$ cat src/rtl/exe_stage_if.sv
// exe_stage_if: decode, memory-stage and ALU signals of the execute stage
interface exe_stage_if;
  logic        ds_to_es_valid;
  logic        es_allowin;
  logic [31:0] ds_pc;
  logic [18:0] ds_alu_op;
  logic [31:0] ds_alu_src1;
  logic [31:0] ds_alu_src2;
  logic [4:0]  ds_dest;
  logic        ds_gr_we;
  logic [18:0] alu_op;
  logic [31:0] alu_src1;
  logic [31:0] alu_src2;
  logic [31:0] alu_result;
  logic        alu_div_done;
  logic        es_to_ms_valid;
  logic        ms_allowin;
  logic [31:0] es_pc;
  logic [31:0] es_result;
  logic [4:0]  es_dest;
  logic        es_gr_we;
  logic        es_fwd_we;
  logic [4:0]  es_fwd_dest;
  logic        es_fwd_ready;
  modport slave (
    input  ds_to_es_valid, ds_pc, ds_alu_op, ds_alu_src1, ds_alu_src2, ds_dest, ds_gr_we,
    input  alu_result, alu_div_done, ms_allowin,
    output es_allowin, alu_op, alu_src1, alu_src2, es_to_ms_valid,
    output es_pc, es_result, es_dest, es_gr_we, es_fwd_we, es_fwd_dest, es_fwd_ready
  );
  modport master (
    output ds_to_es_valid, ds_pc, ds_alu_op, ds_alu_src1, ds_alu_src2, ds_dest, ds_gr_we,
    output alu_result, alu_div_done, ms_allowin,
    input  es_allowin, alu_op, alu_src1, alu_src2, es_to_ms_valid,
    input  es_pc, es_result, es_dest, es_gr_we, es_fwd_we, es_fwd_dest, es_fwd_ready
  );
endinterface

$ cat src/rtl/exe_stage.sv
// exe_stage: LoongArch32 execute stage with divider wait/hold and decode bypass
module exe_stage #(
  parameter int DIV_LATENCY = 36
) (
  input logic       clk,
  input logic       reset,
  exe_stage_if.slave bus
);
  localparam int CW = $clog2(DIV_LATENCY + 1);
  localparam logic [CW-1:0] LAT = CW'(DIV_LATENCY);
  typedef enum logic [1:0] {IDLE, DIV_WAIT, DIV_HOLD} state_t;
  state_t        state_q, state_d;
  logic          es_valid_q, es_valid_d;
  logic [31:0]   pc_q, pc_d;
  logic [18:0]   op_q, op_d;
  logic [31:0]   src1_q, src1_d;
  logic [31:0]   src2_q, src2_d;
  logic [4:0]    dest_q, dest_d;
  logic          gr_we_q, gr_we_d;
  logic [CW-1:0] wait_cnt_q, wait_cnt_d;
  logic [31:0]   div_buf_q, div_buf_d;
  logic          hold, is_div, div_complete, es_ready_go, es_allowin, load;
  // handshake, divider completion and next-state for stage fields and FSM
  always_comb begin
    hold         = (state_q == DIV_HOLD);
    is_div       = es_valid_q & (|op_q[18:15]);
    div_complete = (state_q == DIV_WAIT) & bus.alu_div_done & (wait_cnt_q >= LAT);
    es_ready_go  = ~is_div | div_complete | hold;
    es_allowin   = ~es_valid_q | (es_ready_go & bus.ms_allowin);
    load         = bus.ds_to_es_valid & es_allowin;
    es_valid_d   = es_allowin ? bus.ds_to_es_valid : es_valid_q;
    pc_d         = load ? bus.ds_pc : pc_q;
    op_d         = load ? bus.ds_alu_op : op_q;
    src1_d       = load ? bus.ds_alu_src1 : src1_q;
    src2_d       = load ? bus.ds_alu_src2 : src2_q;
    dest_d       = load ? bus.ds_dest : dest_q;
    gr_we_d      = load ? bus.ds_gr_we : gr_we_q;
    state_d      = state_q;
    wait_cnt_d   = wait_cnt_q;
    div_buf_d    = div_buf_q;
    if (es_allowin) begin
      state_d    = (load & (|bus.ds_alu_op[18:15])) ? DIV_WAIT : IDLE;
      wait_cnt_d = '0;
    end else if (state_q == DIV_WAIT) begin
      state_d    = div_complete ? DIV_HOLD : DIV_WAIT;
      div_buf_d  = div_complete ? bus.alu_result : div_buf_q;
      wait_cnt_d = (wait_cnt_q == LAT) ? wait_cnt_q : wait_cnt_q + 1'b1;
    end
  end
  // stage and FSM registers
  always_ff @(posedge clk) begin
    if (reset) begin
      state_q    <= IDLE;
      es_valid_q <= 1'b0;
      pc_q       <= '0;
      op_q       <= '0;
      src1_q     <= '0;
      src2_q     <= '0;
      dest_q     <= '0;
      gr_we_q    <= 1'b0;
      wait_cnt_q <= '0;
      div_buf_q  <= '0;
    end else begin
      state_q    <= state_d;
      es_valid_q <= es_valid_d;
      pc_q       <= pc_d;
      op_q       <= op_d;
      src1_q     <= src1_d;
      src2_q     <= src2_d;
      dest_q     <= dest_d;
      gr_we_q    <= gr_we_d;
      wait_cnt_q <= wait_cnt_d;
      div_buf_q  <= div_buf_d;
    end
  end
  assign bus.es_allowin     = es_allowin;
  assign bus.es_to_ms_valid = es_valid_q & es_ready_go;
  assign bus.alu_op         = es_valid_q ? (hold ? {4'b0, op_q[14:0]} : op_q) : '0;
  assign bus.alu_src1       = src1_q;
  assign bus.alu_src2       = src2_q;
  assign bus.es_pc          = pc_q;
  assign bus.es_result      = hold ? div_buf_q : bus.alu_result;
  assign bus.es_dest        = dest_q;
  assign bus.es_gr_we       = gr_we_q;
  assign bus.es_fwd_we      = es_valid_q & gr_we_q & (dest_q != 5'd0);
  assign bus.es_fwd_dest    = dest_q;
  assign bus.es_fwd_ready   = es_ready_go;
endmodule

$ cat src/flat_wrapper.sv
// flat-port wrapper written by rule: the top's interface ports become plain ports
module exe_stage_flat 
#(
  parameter int DIV_LATENCY = 36
)
  (clk, reset, bus_ds_to_es_valid, bus_ds_pc, bus_ds_alu_op, bus_ds_alu_src1, bus_ds_alu_src2, bus_ds_dest, bus_ds_gr_we, bus_alu_result, bus_alu_div_done, bus_ms_allowin, bus_es_allowin, bus_alu_op, bus_alu_src1, bus_alu_src2, bus_es_to_ms_valid, bus_es_pc, bus_es_result, bus_es_dest, bus_es_gr_we, bus_es_fwd_we, bus_es_fwd_dest, bus_es_fwd_ready);
  exe_stage_if bus_i ();
  input logic clk;
  input logic reset;
  input wire logic [$bits(bus_i.ds_to_es_valid)-1:0] bus_ds_to_es_valid;
  input wire logic [$bits(bus_i.ds_pc)-1:0] bus_ds_pc;
  input wire logic [$bits(bus_i.ds_alu_op)-1:0] bus_ds_alu_op;
  input wire logic [$bits(bus_i.ds_alu_src1)-1:0] bus_ds_alu_src1;
  input wire logic [$bits(bus_i.ds_alu_src2)-1:0] bus_ds_alu_src2;
  input wire logic [$bits(bus_i.ds_dest)-1:0] bus_ds_dest;
  input wire logic [$bits(bus_i.ds_gr_we)-1:0] bus_ds_gr_we;
  input wire logic [$bits(bus_i.alu_result)-1:0] bus_alu_result;
  input wire logic [$bits(bus_i.alu_div_done)-1:0] bus_alu_div_done;
  input wire logic [$bits(bus_i.ms_allowin)-1:0] bus_ms_allowin;
  output wire logic [$bits(bus_i.es_allowin)-1:0] bus_es_allowin;
  output wire logic [$bits(bus_i.alu_op)-1:0] bus_alu_op;
  output wire logic [$bits(bus_i.alu_src1)-1:0] bus_alu_src1;
  output wire logic [$bits(bus_i.alu_src2)-1:0] bus_alu_src2;
  output wire logic [$bits(bus_i.es_to_ms_valid)-1:0] bus_es_to_ms_valid;
  output wire logic [$bits(bus_i.es_pc)-1:0] bus_es_pc;
  output wire logic [$bits(bus_i.es_result)-1:0] bus_es_result;
  output wire logic [$bits(bus_i.es_dest)-1:0] bus_es_dest;
  output wire logic [$bits(bus_i.es_gr_we)-1:0] bus_es_gr_we;
  output wire logic [$bits(bus_i.es_fwd_we)-1:0] bus_es_fwd_we;
  output wire logic [$bits(bus_i.es_fwd_dest)-1:0] bus_es_fwd_dest;
  output wire logic [$bits(bus_i.es_fwd_ready)-1:0] bus_es_fwd_ready;
  assign bus_i.ds_to_es_valid = bus_ds_to_es_valid;
  assign bus_i.ds_pc = bus_ds_pc;
  assign bus_i.ds_alu_op = bus_ds_alu_op;
  assign bus_i.ds_alu_src1 = bus_ds_alu_src1;
  assign bus_i.ds_alu_src2 = bus_ds_alu_src2;
  assign bus_i.ds_dest = bus_ds_dest;
  assign bus_i.ds_gr_we = bus_ds_gr_we;
  assign bus_i.alu_result = bus_alu_result;
  assign bus_i.alu_div_done = bus_alu_div_done;
  assign bus_i.ms_allowin = bus_ms_allowin;
  assign bus_es_allowin = bus_i.es_allowin;
  assign bus_alu_op = bus_i.alu_op;
  assign bus_alu_src1 = bus_i.alu_src1;
  assign bus_alu_src2 = bus_i.alu_src2;
  assign bus_es_to_ms_valid = bus_i.es_to_ms_valid;
  assign bus_es_pc = bus_i.es_pc;
  assign bus_es_result = bus_i.es_result;
  assign bus_es_dest = bus_i.es_dest;
  assign bus_es_gr_we = bus_i.es_gr_we;
  assign bus_es_fwd_we = bus_i.es_fwd_we;
  assign bus_es_fwd_dest = bus_i.es_fwd_dest;
  assign bus_es_fwd_ready = bus_i.es_fwd_ready;
  exe_stage #(.DIV_LATENCY(DIV_LATENCY)) u_core (.clk(clk), .reset(reset), .bus(bus_i));
endmodule
$ cat config.mk
export PLATFORM = sky130hd
export DESIGN_NAME = exe_stage_flat
export DESIGN_NICKNAME = d
export VERILOG_FILES = /design/src/rtl/exe_stage_if.sv /design/src/rtl/exe_stage.sv /design/src/flat_wrapper.sv
export SDC_FILE = /design/constraint.sdc
export NUM_CORES = 1
export LEC_CHECK = 0
export BUFFER_PORTS_ARGS = -buffer_cell sky130_fd_sc_hd__buf_2
export CAP_MARGIN = 20
export CORE_AREA = 2 2 126 128
export CTS_BUF_LIST = sky130_fd_sc_hd__clkbuf_2 sky130_fd_sc_hd__clkbuf_4 sky130_fd_sc_hd__clkbuf_8
export DETAILED_ROUTE_END_ITERATION = 10
export DIE_AREA = 0 0 128 130
export GPL_ROUTABILITY_DRIVEN = 0
export PLACE_DENSITY_LB_ADDON = 0.05
export SETUP_SLACK_MARGIN = 0.3
export SLEW_MARGIN = 40
export SYNTH_ARGS = -nofsm -noshare
export SYNTH_HDL_FRONTEND = slang
export SYNTH_SLANG_ARGS = --single-unit
export TNS_END_PERCENT = 10
$ cat constraint.sdc
create_clock -name clk -period 4.26 [get_ports clk]
set_clock_uncertainty 0.1 [all_clocks]
set_input_delay 0.426 -clock clk [delete_from_list [all_inputs] [get_ports clk]]
set_output_delay 0.426 -clock clk [all_outputs]
set_load 0.005 [all_outputs]
==> reports/metrics.csv <==
stage,metric,value,unit
run_status,status,completed,
grt,grt_max_degree,153,
min_path,holdPathStages,3,
sta,drv_slew,0,
sta,finalCritPeriodShare,0.620,
die,die_h,130,um
critical_path,cp_data_required_time,3.73,ns
sta,fmax,379,MHz
sta,fin_setup_tns,0,ns
sta,finalSetupViolCount,0,
cts,path_clk_slew,0.09,ns
cts,cts.sinks,162,
logic_synthesis,ys_types,36,
drt,ant_nets,0,
critical_path,path_class,flop to primary output,
grt,first_global_vias,5443,
logic_synthesis,synth_fp_nets,949,
placement,dpl_worst_slack,1.83,ns
power,power_switching,0.000852,W
drt,drc,0,
power,internal_power,0.00259,W
grt,antenna_found_initial,2,
power,p_per_area,383,mW/mm2
cts,cts_tree,done,
critical_path,worst-r2r-cell-count,5,
final_layout,area_growth,29.6,%
critical_path,crit_fanout,22,
critical_path,timing.rr.start,u_core.es_valid_q,
cts,clockBufferDepth,2,
cts,cts_hold_buf,0,
critical_path,critical_path.endpoint_type,primary output,
min_path,min_to,u_core.bus.alu_src2[30],
sta,holdWs,0.111,ns
logic_synthesis,netlist_instances,789,
sta,finalHoldViolCount,0,
grt,grt-ovfl-total,0,
cts,cts-root-buf,clkbuf_8,
final_layout,seq_area,0.00324,mm2
critical_path,start_kind,flop,
die,pin_count,320,
die,die_w,128,um
min_path,min_path_type,input port to flop,
die,fp-row-count,46,
cts,cts_resized,0,
sta,period_needed,2.64,ns
sta,max_slew_margin,0.482,
drt,drtIter0Drc,248,
cts,worst_skew_pair.late_latency,0.44,ns
die,initial_core_util,0.449,
power,p_leak,4.36,nW
final_layout,drive_gt1_frac,0.363,
power,finalPower,0.00344,W
sta,worst_slew_pin_slew,0.777,ns
cts,htreeDepth,4,
power,peakVddDrop,0.185,mV
logic_synthesis,syn_area,0.00693,mm2
critical_path,r2r-end,u_core.div_buf_q[28],
die,dieArea,0.0166,mm2
logic_synthesis,synth_area_per_cell,8.78,um2
final_layout,finalNetCount,1230,
power,clockPowerShare,0.377,
critical_path,cp.arrival,2.11,ns
critical_path,ff2ff_setup_slack,1.86,ns
placement,dp_hpwl,12300,um
final_layout,multiInputGateArea,0.00333,mm2
power,swShare,0.248,
grt,grt_use_total,0.204,
final_layout,fillers,1474,
drt,wirelength,17700,um
drt,wire_per_inst,13.8,um
drt,viasPerCell,4.69,
cts,cts_setup_buffers,0,
logic_synthesis,ys_ff_latch,162,
power,combPwrFrac,0.141,
sta,worst_slack,1.62,ns
min_path,hold_start,bus_ds_alu_src2[30],
cts,cts_buffers,17,
logic_synthesis,yosysSeqAreaShare,0.468,
run,cap_violations,0,
die,core_area,0.0154,mm2
placement,port_buffers,319,
sta,rsz0062_at_grt,no,
power,seq_power_share,0.482,
final_layout,postLayoutCoreUtil,0.582,
drt,drt-pass1-iter-count,4,
grt,grt_pass1_wl,27000,um
critical_path,critPathLaunch,u_core.es_valid_q,
drt,vias,5989,
logic_synthesis,yosys_warnings,0,
[per-stage QoR]
step / area (um2) / std cells
floorplan: 6930 / 789
global placement: 8510 / 1243
detailed placement: 8520 / 1243
CTS: 8980 / 1275
global route: 8980 / 1276
finish: 8980 / 1277
[state kept, by name, indices dropped and copies added, names as in the netlist]
register and count:
u_core.wait_cnt_q 6, u_core.op_q 19, u_core.bus.es_gr_we 1, u_core.bus.es_dest 5, u_core.es_valid_q 1, u_core.bus.es_pc 32, u_core.state_q 2, u_core.bus.alu_src2 32
u_core.bus.alu_src1 32, u_core.div_buf_q 32
[placed cells by master, fill, tap and decap left out, types with 2 or more instances in the layout]
| cell | synthesis | layout |
|---|---|---|
| and2_1 | 15 | 15 |
| mux2i_1 | 122 | 122 |
| or3_1 | 2 | 2 |
| nand3_1 | 3 | 3 |
| buf_12 | 0 | 2 |
| mux2_2 | 32 | 32 |
| xnor2_1 | 3 | 3 |
| clkinv_2 | 0 | 3 |
| and3_1 | 6 | 6 |
| nor3_1 | 2 | 2 |
| buf_4 | 5 | 3 |
| nand2b_1 | 2 | 2 |
| a21oi_1 | 33 | 33 |
| inv_1 | 5 | 5 |
| buf_2 | 3 | 319 |
| diode_2 | 0 | 2 |
| dfxtp_1 | 162 | 162 |
| clkbuf_8 | 0 | 18 |
| o21ai_0 | 2 | 2 |
| clkbuf_4 | 0 | 4 |
| nor2b_1 | 2 | 2 |
| ha_1 | 2 | 2 |
| a211oi_1 | 2 | 2 |
| nand2_1 | 308 | 308 |
| nor2_1 | 10 | 10 |
| bufinv_16 | 0 | 5 |
[layout make-up]
cell class | count | share of cell area
multi-input combinational | 558 | 0.371
sequential | 162 | 0.361
timing repair buffer | 325 | 0.186
clock buffer | 22 | 0.0309
tap | 192 | 0.0267
clock inverter | 10 | 0.0202
inverter | 6 | 0.00334
antenna | 2 | 0.000557
[routing by layer]
| metal | global-route usage | routed length [um] |
|---|---|---|
| met1 | 0.245 | 7790 |
| met2 | 0.332 | 8150 |
| met3 | 0.0906 | 1510 |
| met4 | 0.0608 | 213 |
| met5 | 0 | 7 |
[power groups by stage]
stage	combinational (W)	clock [W]	sequential, W
6_report	0.000483	0.00130	0.00166
2_1_floorplan	0.000279	0	0.00169
3_5_place_dp	0.000490	0	0.00169
4_1_cts	0.000491	0.00133	0.00166
3_3_place_gp	0.000487	0	0.00169
5_1_grt	0.000536	0.00139	0.00167
[Yosys cell counts, drive strengths merged]
master / number / area [um2]
o22ai: 1 / 6.26
and2: 15 / 93.8
nor3: 2 / 10.0
nand2b: 2 / 12.5
nand2: 308 / 1160
o41ai: 1 / 8.76
clkbuf: 42 / 158
or3: 3 / 23.8
a2111oi: 1 / 27.5
xor2: 1 / 8.76
nand3: 3 / 15.0
and3b: 1 / 8.76
nor2: 10 / 37.5
a21oi: 33 / 165
dfxtp: 162 / 3240
inv: 6 / 22.5
nor3b: 1 / 7.51
xnor2: 3 / 26.3
buf: 21 / 176
o21ai: 3 / 15.0
ha: 2 / 25.0
nor2b: 2 / 12.5
and3: 6 / 37.5
o311a: 1 / 10.0
a211oi: 2 / 15.0
nor4: 1 / 6.26
mux2: 32 / 360
mux2i: 122 / 1220
and4b: 1 / 10.0
o311ai: 1 / 8.76
[worst max path at each step]
stage / slack (ns) / cells after the start / endpoint
finish: 1.62 / 4 / bus_es_to_ms_valid
detailed placement: 1.83 / 5 / u_core.div_buf_q[28]
global route: 1.47 / 4 / bus_es_to_ms_valid
CTS: 1.57 / 4 / bus_es_to_ms_valid
global placement: 1.79 / 4 / u_core.state_q[1]
floorplan: 2.20 / 7 / u_core.bus.alu_src1[0]
[cell families after synthesis]
logic type	Yosys count	synth area share
compound gates	43	0.0370
fa+ha+maj	2	0.00361
buf+inv	69	0.0515
mux	154	0.228
flops	162	0.468
simple gates	355	0.207
xor+xnor	4	0.00506
[critical path: stages (launching register included)]
cell and delay [ns]:
dfxtp_1 0.77, inv_1 0.19, a2111oi_4 0.44, nor2_1 0.11, buf_2 0.16
(Power assumes the default switching activity.)
